[src/rtl/flick_conditioner_pkg.sv]
// Shared definitions for the flick push-button conditioner: FSM state
// encoding and default parameter values used by the RTL and the bench.
package flick_conditioner_pkg;

    typedef enum logic [1:0] {
        LOW_STABLE   = 2'd0,
        CONFIRM_HIGH = 2'd1,
        HIGH_STABLE  = 2'd2,
        CONFIRM_LOW  = 2'd3
    } flick_state_e;

    localparam int DEFAULT_SYNC_STAGES     = 2;
    localparam int DEFAULT_DEBOUNCE_CYCLES = 4;
    localparam int DEFAULT_CNT_W           = 3;

endpackage

[src/rtl/flick_sync.sv]
// Parameterized N-stage reset-to-0 synchronizer for a single asynchronous
// level; also intended for reset pad synchronization.
module flick_sync #(
    parameter int STAGES = 2
) (
    input  logic clk,
    input  logic rst_n,
    input  logic d,
    output logic q
);

    logic [STAGES-1:0] sync_q;
    logic [STAGES-1:0] sync_d;

    always_comb begin
        sync_d = {sync_q[STAGES-2:0], d};
    end

    always_ff @(posedge clk or negedge rst_n) begin
        if (!rst_n) begin
            sync_q <= '0;
        end else begin
            sync_q <= sync_d;
        end
    end

    assign q = sync_q[STAGES-1];

endmodule

[src/rtl/flick_conditioner.sv]
// Debounces the raw flick button into a clean synchronous level with
// registered rise/fall pulses and a glitch pulse for aborted transitions.
module flick_conditioner
    import flick_conditioner_pkg::*;
#(
    parameter int SYNC_STAGES     = DEFAULT_SYNC_STAGES,
    parameter int DEBOUNCE_CYCLES = DEFAULT_DEBOUNCE_CYCLES,
    parameter int CNT_W           = DEFAULT_CNT_W
) (
    input  logic clk,
    input  logic reset_n,
    input  logic flick_raw,
    output logic flick,
    output logic flick_rise,
    output logic flick_fall,
    output logic glitch
);

    if (SYNC_STAGES < 2 || SYNC_STAGES > 4 ||
        DEBOUNCE_CYCLES < 2 || DEBOUNCE_CYCLES > ((1 << CNT_W) - 1)) begin : g_bad_params
        $fatal(1, "flick_conditioner: illegal SYNC_STAGES/DEBOUNCE_CYCLES/CNT_W combination");
    end

    localparam logic [CNT_W-1:0] CNT_LAST = CNT_W'(DEBOUNCE_CYCLES - 1);
    localparam logic [CNT_W-1:0] CNT_ONE  = CNT_W'(1);

    logic s;

    flick_sync #(
        .STAGES(SYNC_STAGES)
    ) u_sync (
        .clk  (clk),
        .rst_n(reset_n),
        .d    (flick_raw),
        .q    (s)
    );

    flick_state_e     state_q, state_d;
    logic [CNT_W-1:0] cnt_q, cnt_d;
    logic             flick_q, flick_d;
    logic             rise_q, rise_d;
    logic             fall_q, fall_d;
    logic             glitch_q, glitch_d;

    // s takes priority over the count, so a revert on the final confirm
    // sample aborts instead of committing.
    always_comb begin
        state_d  = state_q;
        cnt_d    = cnt_q;
        flick_d  = flick_q;
        rise_d   = 1'b0;
        fall_d   = 1'b0;
        glitch_d = 1'b0;
        case (state_q)
            LOW_STABLE: begin
                flick_d = 1'b0;
                if (s) begin
                    state_d = CONFIRM_HIGH;
                    cnt_d   = CNT_ONE;
                end
            end
            CONFIRM_HIGH: begin
                if (!s) begin
                    state_d  = LOW_STABLE;
                    glitch_d = 1'b1;
                    cnt_d    = '0;
                end else if (cnt_q == CNT_LAST) begin
                    state_d = HIGH_STABLE;
                    flick_d = 1'b1;
                    rise_d  = 1'b1;
                    cnt_d   = '0;
                end else begin
                    cnt_d = cnt_q + CNT_ONE;
                end
            end
            HIGH_STABLE: begin
                flick_d = 1'b1;
                if (!s) begin
                    state_d = CONFIRM_LOW;
                    cnt_d   = CNT_ONE;
                end
            end
            CONFIRM_LOW: begin
                if (s) begin
                    state_d  = HIGH_STABLE;
                    glitch_d = 1'b1;
                    cnt_d    = '0;
                end else if (cnt_q == CNT_LAST) begin
                    state_d = LOW_STABLE;
                    flick_d = 1'b0;
                    fall_d  = 1'b1;
                    cnt_d   = '0;
                end else begin
                    cnt_d = cnt_q + CNT_ONE;
                end
            end
            default: begin
                state_d = LOW_STABLE;
                flick_d = 1'b0;
                cnt_d   = '0;
            end
        endcase
    end

    always_ff @(posedge clk or negedge reset_n) begin
        if (!reset_n) begin
            state_q  <= LOW_STABLE;
            cnt_q    <= '0;
            flick_q  <= 1'b0;
            rise_q   <= 1'b0;
            fall_q   <= 1'b0;
            glitch_q <= 1'b0;
        end else begin
            state_q  <= state_d;
            cnt_q    <= cnt_d;
            flick_q  <= flick_d;
            rise_q   <= rise_d;
            fall_q   <= fall_d;
            glitch_q <= glitch_d;
        end
    end

    assign flick      = flick_q;
    assign flick_rise = rise_q;
    assign flick_fall = fall_q;
    assign glitch     = glitch_q;

endmodule

[config.mk]
export PLATFORM = sky130hd
export DESIGN_NAME = flick_conditioner
export DESIGN_NICKNAME = d
export VERILOG_FILES = /design/src/rtl/flick_conditioner_pkg.sv /design/src/rtl/flick_sync.sv /design/src/rtl/flick_conditioner.sv
export SDC_FILE = /design/constraint.sdc
export NUM_CORES = 1
export LEC_CHECK = 0
export CAP_MARGIN = 5
export CORE_AREA = 3 3 40 42
export DETAILED_ROUTE_END_ITERATION = 12
export DIE_AREA = 0 0 43 45
export GPL_ROUTABILITY_DRIVEN = 0
export GPL_TIMING_DRIVEN = 0
export PLACE_DENSITY_LB_ADDON = 0.25
export SLEW_MARGIN = 20
export SYNTH_ARGS = -nofsm -noshare
export SYNTH_HDL_FRONTEND = slang
export SYNTH_HIERARCHICAL = 1
export SYNTH_SLANG_ARGS = --single-unit
export TNS_END_PERCENT = 1
[constraint.sdc]
create_clock -name clk -period 3.3 [get_ports clk]
set_input_delay 0.66 -clock clk [delete_from_list [all_inputs] [get_ports clk]]
set_output_delay 0.66 -clock clk [all_outputs]
set_load 0.005 [all_outputs]
# Word level (Yosys, flattened, before mapping)
# Index checks and enable logic that the tools add are counted.
# totals
output_inout_bits,4
register_bits,11
wordCells,50
inputBits,3
# classes
n_addsub,1
muxes,26
n_reduce_logical,4
eq_ne,12
# ops
operator,n
2-to-1 mux 3 bit,5
2-to-1 mux 2 bit,6
case mux 3 bit (4 select lines),1
2-to-1 mux 1 bit,11
"!= test 2 bit, second input constant",4
case mux 2 bit (4 select lines),1
AND reduction 4 bit,2
"equality test 2 bit, second input constant",2
"!= test 2 x 1 -> 1 bit, second input constant",2
case mux 1 bit (4 select lines),1
"adder 3 x 1 -> 3 bit, second input constant",1
"equality test 3 x 2 -> 1 bit, second input constant",1
"!= test 3 x 2 -> 1 bit, second input constant",1
"!= test 3 bit, second input constant",1
"equality test 2 x 1 -> 1 bit, second input constant",1
zero test 2 bit,1
case mux 1 bit (2 select lines),1
AND reduction 2 bit,1

# Depth between registers and ports, before layout
# logic_depth
word_depth,4
depth_mapped,6
depth_no_buf,6

# Modules after synthesis
# Netlist, hierarchy kept.
# modules_own_cells
module,instances,area_each_um2,seq_area_each_um2,cells_per_inst
flick_conditioner,1,514.2,225.2,42
flick_sync,1,50.0,50.0,2

# Worst setup path after synthesis
# Ideal clock, no wire load.
# synth_path
kind,register to register
start,reg state_q[0]
end,reg (tool-made name)
setup_time_ps,125
period_less_slack_ps,1527
path_stages_with_launch,6
n_path_buf,0
required_time_ps,3175
slack_ps,1773
t_arrival_ps,1402
path_cell_list,dfrtp_1 ha_1 mux2_4 nand2_4 nand3_2 mux2_4
# synth_rtl
item,line_no,text
"start, declared",flick_conditioner.sv:38,"flick_state_e state_q, state_d;"
"start signal, assigned",flick_conditioner.sv:114,state_q <= state_d;

# Worst setup path after layout
# layout_path
start,"reg flick_q, in the netlist flick"
end,out flick
# layout_rtl
item,line_no,text
"start, declared",flick_conditioner.sv:40,"logic flick_q, flick_d;"
"start signal, assigned",flick_conditioner.sv:116,flick_q <= flick_d;
"end, declared",flick_conditioner.sv:13,"output logic flick,"
# No word-level cell between the ends.

==> run summary <==
# port buffers: 6
Clock share of power: 14.7%
N_diodes: 0
P_sw: 215.8 µW
Initial core utilization: 43.91%
Reg2reg path depth: 6
Post-synth top cells: dfrtp_1 (11), ha_1 (5), inv_1 (3)
Average vias per placed instance: 5.290
Logic pwr share: 51.1%
PD cells: 897.6 nW/µm²
Vias: 365
Iteration-0 DRC count of the detailed router: 3
Layout Area Growth over Synthesis: 18.63%
Net Sw Frac: 35.92%
Slew Limit Fails: 0
Pin count of the biggest net entering global routing: 12
Hold Path Depth: 0
Final worst-path cycle share: 53.70%
Setup CP Type: reg -> out
Reg power frac: 34.2%
Grt total ovfl: 0
Routed wire length per instance: 13.64 µm
IO Pins: 7
Synth area leader: dfrtp_1
Dpl cells: 65
Post-synth top area share: 48.78%
Internal power: 385.0 µW
FFs w/ async S/R, synth: 100.0%
DR pass1 iterations: 2
Top-count cell post-synth: dfrtp_1
R2r setup slk: 1.64 ns
Core Region: 1285 µm²
Worst-Skew Late Latency: 0.26 ns
CP max FO: 2
Worst path max stage delay: 0.50 ns
Critical Path AT: 1.11 ns
Post-cts resize count: 0
Total GRT Usage: 12.43%
Crit. End Element: output pin
Filler cell count: 115
Vias in the first global route: 382
Share of cells above drive strength 1: 22.22%
Post-Synthesis Cell Area: 564.3 µm²
Hold_sp: u_sync/sync_q[0]
Fin util: 52.09%
Ys Warns: 6
Max-cap violation count: 0
Cells after synthesis: 44
Worst slew margin: 67.15%
Mean Syn Cell Area: 12.82 µm²
CP Data Required Time: 2.64 ns
Setup tns final: 0 ns
Total routed wirelength: 941 µm
Pwr Total: 600.8 µW
Std-Cell Rows: 13
First-pass GRT wire length: 1731 µm
Final Hold Viols: 0
Postcts setup bufs: 0
CP max-delay cell: clkdlybuf4s50_1
Skew final: 0.006648 ns
CTS tree: done
Fin cells: 69
P_leak: 0.0003050 µW
CTS Buf Count: 3
Post-route ant nets: 0
Clk root buf: clkbuf_4
Synth area leaders: dfrtp_1 (49%), ha_1 (11%), mux2_4 (5.3%)
Chip height: 45 µm
EDFF count, synth: 0
Hold Path Class: reg -> reg
Cell variety after synth: 23
Achievable frequency: 564.3 MHz
Final nets: 63
Largest delay share family, worst path: buffers and inverters
Synthesized Nets: 52
Die Area: 1935 µm²
DRC: 0
Period minus WS final: 1.772 ns
Clock sink count: 11
Die Width: 43 µm
RSZ-0062 raised after global routing: false
Status: finished clean
Setup violations, final: 0
Slew @ Worst Pin: 0.4912 ns
Cell breakdown of the critical path: clkdlybuf4s50_1
Worst setup SP type: flop
Sequential fraction of the synthesis area: 48.78%
Initial antenna violation count: 0
Clock transition at path regs: 0.07 ns
Maximum vdd drop: 0.3953 mV
Hold EP: u_sync/sync_q[1]
H-tree Lvls: 1
# hold bufs at CTS: 0
CP bufs+invs: 1
#FFs+latches synth: 11
Max clock buf depth: 2
Prevailing post-synth register cell: dfrtp_1
Dpl hpwl: 757.4 µm
## cell type report
| cell class | count | area (µm²) | share of cell area, % |
|---|---|---|---|
| clock buffer | 4 | 26.28 | 3.925 |
| multi-input combinational | 29 | 266.5 | 39.81 |
| buffer | 1 | 11.26 | 1.682 |
| timing repair buffer | 6 | 60.06 | 8.972 |
| sequential | 11 | 275.3 | 41.12 |
| inverter | 3 | 11.26 | 1.682 |
| tap | 15 | 18.77 | 2.804 |
## logic make-up after synthesis
group           synth area share [%]
simple gates                   13.31
flops                          48.78
compound gates                 9.536
mux                            13.30
fa+ha+maj                      11.09
buf+inv                        3.991
## metal layers
metal | wire length, µm | vias up | track usage [%]
met5 | 0 | - | 0
met4 | 14 | 0 | 5.422
met3 | 29 | 2 | 2.789
met2 | 504 | 8 | 22.46
met1 | 393 | 180 | 14.11
li1 | - | 175 | -
## cells in the final DEF, fill, tap and decap left out, drive strengths merged
cell type and n:
nand2 2, nand3b 1, inv 3, nor3b 1, ha 5, or2b 1, o21a 2, o22ai 1
a31oi 1, a21oi 2, and3 1, nor2 2, dfrtp 11, buf 1, mux2i 1, a21boi 1
o221ai 1, clkbuf 4, nand3 1, mux2 4, clkdlybuf4s50 6, nor2b 1, nand2b 1
## power groups by stage
stage                     Sequential (µW)  Combinational (µW)  Clock (µW)
after global placement                204                 291           0
after global routing                  212                 344         102
after CTS                             207                 308        93.5
after floorplan                       203                 230           0
final                                 206                 307        88.3
after detailed placement              209                 307           0
## worst register-to-register path, delay by kind of cell, from the launching register on
kind	cells	cell delay, ns
muxes	2	0.61
DFF	1	0.41
adders and majority gates	1	0.26
and+or+nand+nor	2	0.18
buffers and inverters	1	0.09
## how the worst max path moves through the flow
| stage | from | endpoint | cells past startpoint |
|---|---|---|---|
| 3_3_place_gp | state_q[0] | flop | 5 |
| 5_1_grt | flick | flick | 1 |
| 6_report | flick | flick | 1 |
| 3_5_place_dp | flop | flop | 6 |
| 2_1_floorplan | state_q[0] | flop | 5 |
| 4_1_cts | flick | flick | 1 |
## per-stage QoR
step	cell area [µm²]	setup slack, ns	hold slack [ns]
after CTS	669.4	1.509	0.3572
after floorplan	564.3	1.773	0.3312
after global placement	643.1	1.708	0.3411
final	669.4	1.528	0.3535
after detailed placement	643.1	1.640	0.3436
after global routing	669.4	1.448	0.3594
## registers in the layout, summed over array words and instances, names as in the netlist, named ones only
name / flops
u_sync/sync_q: 2
flick_fall: 1
flick_rise: 1
flick: 1
glitch: 1
state_q: 1
cnt_q: 3
(Power assumes the default switching activity.)
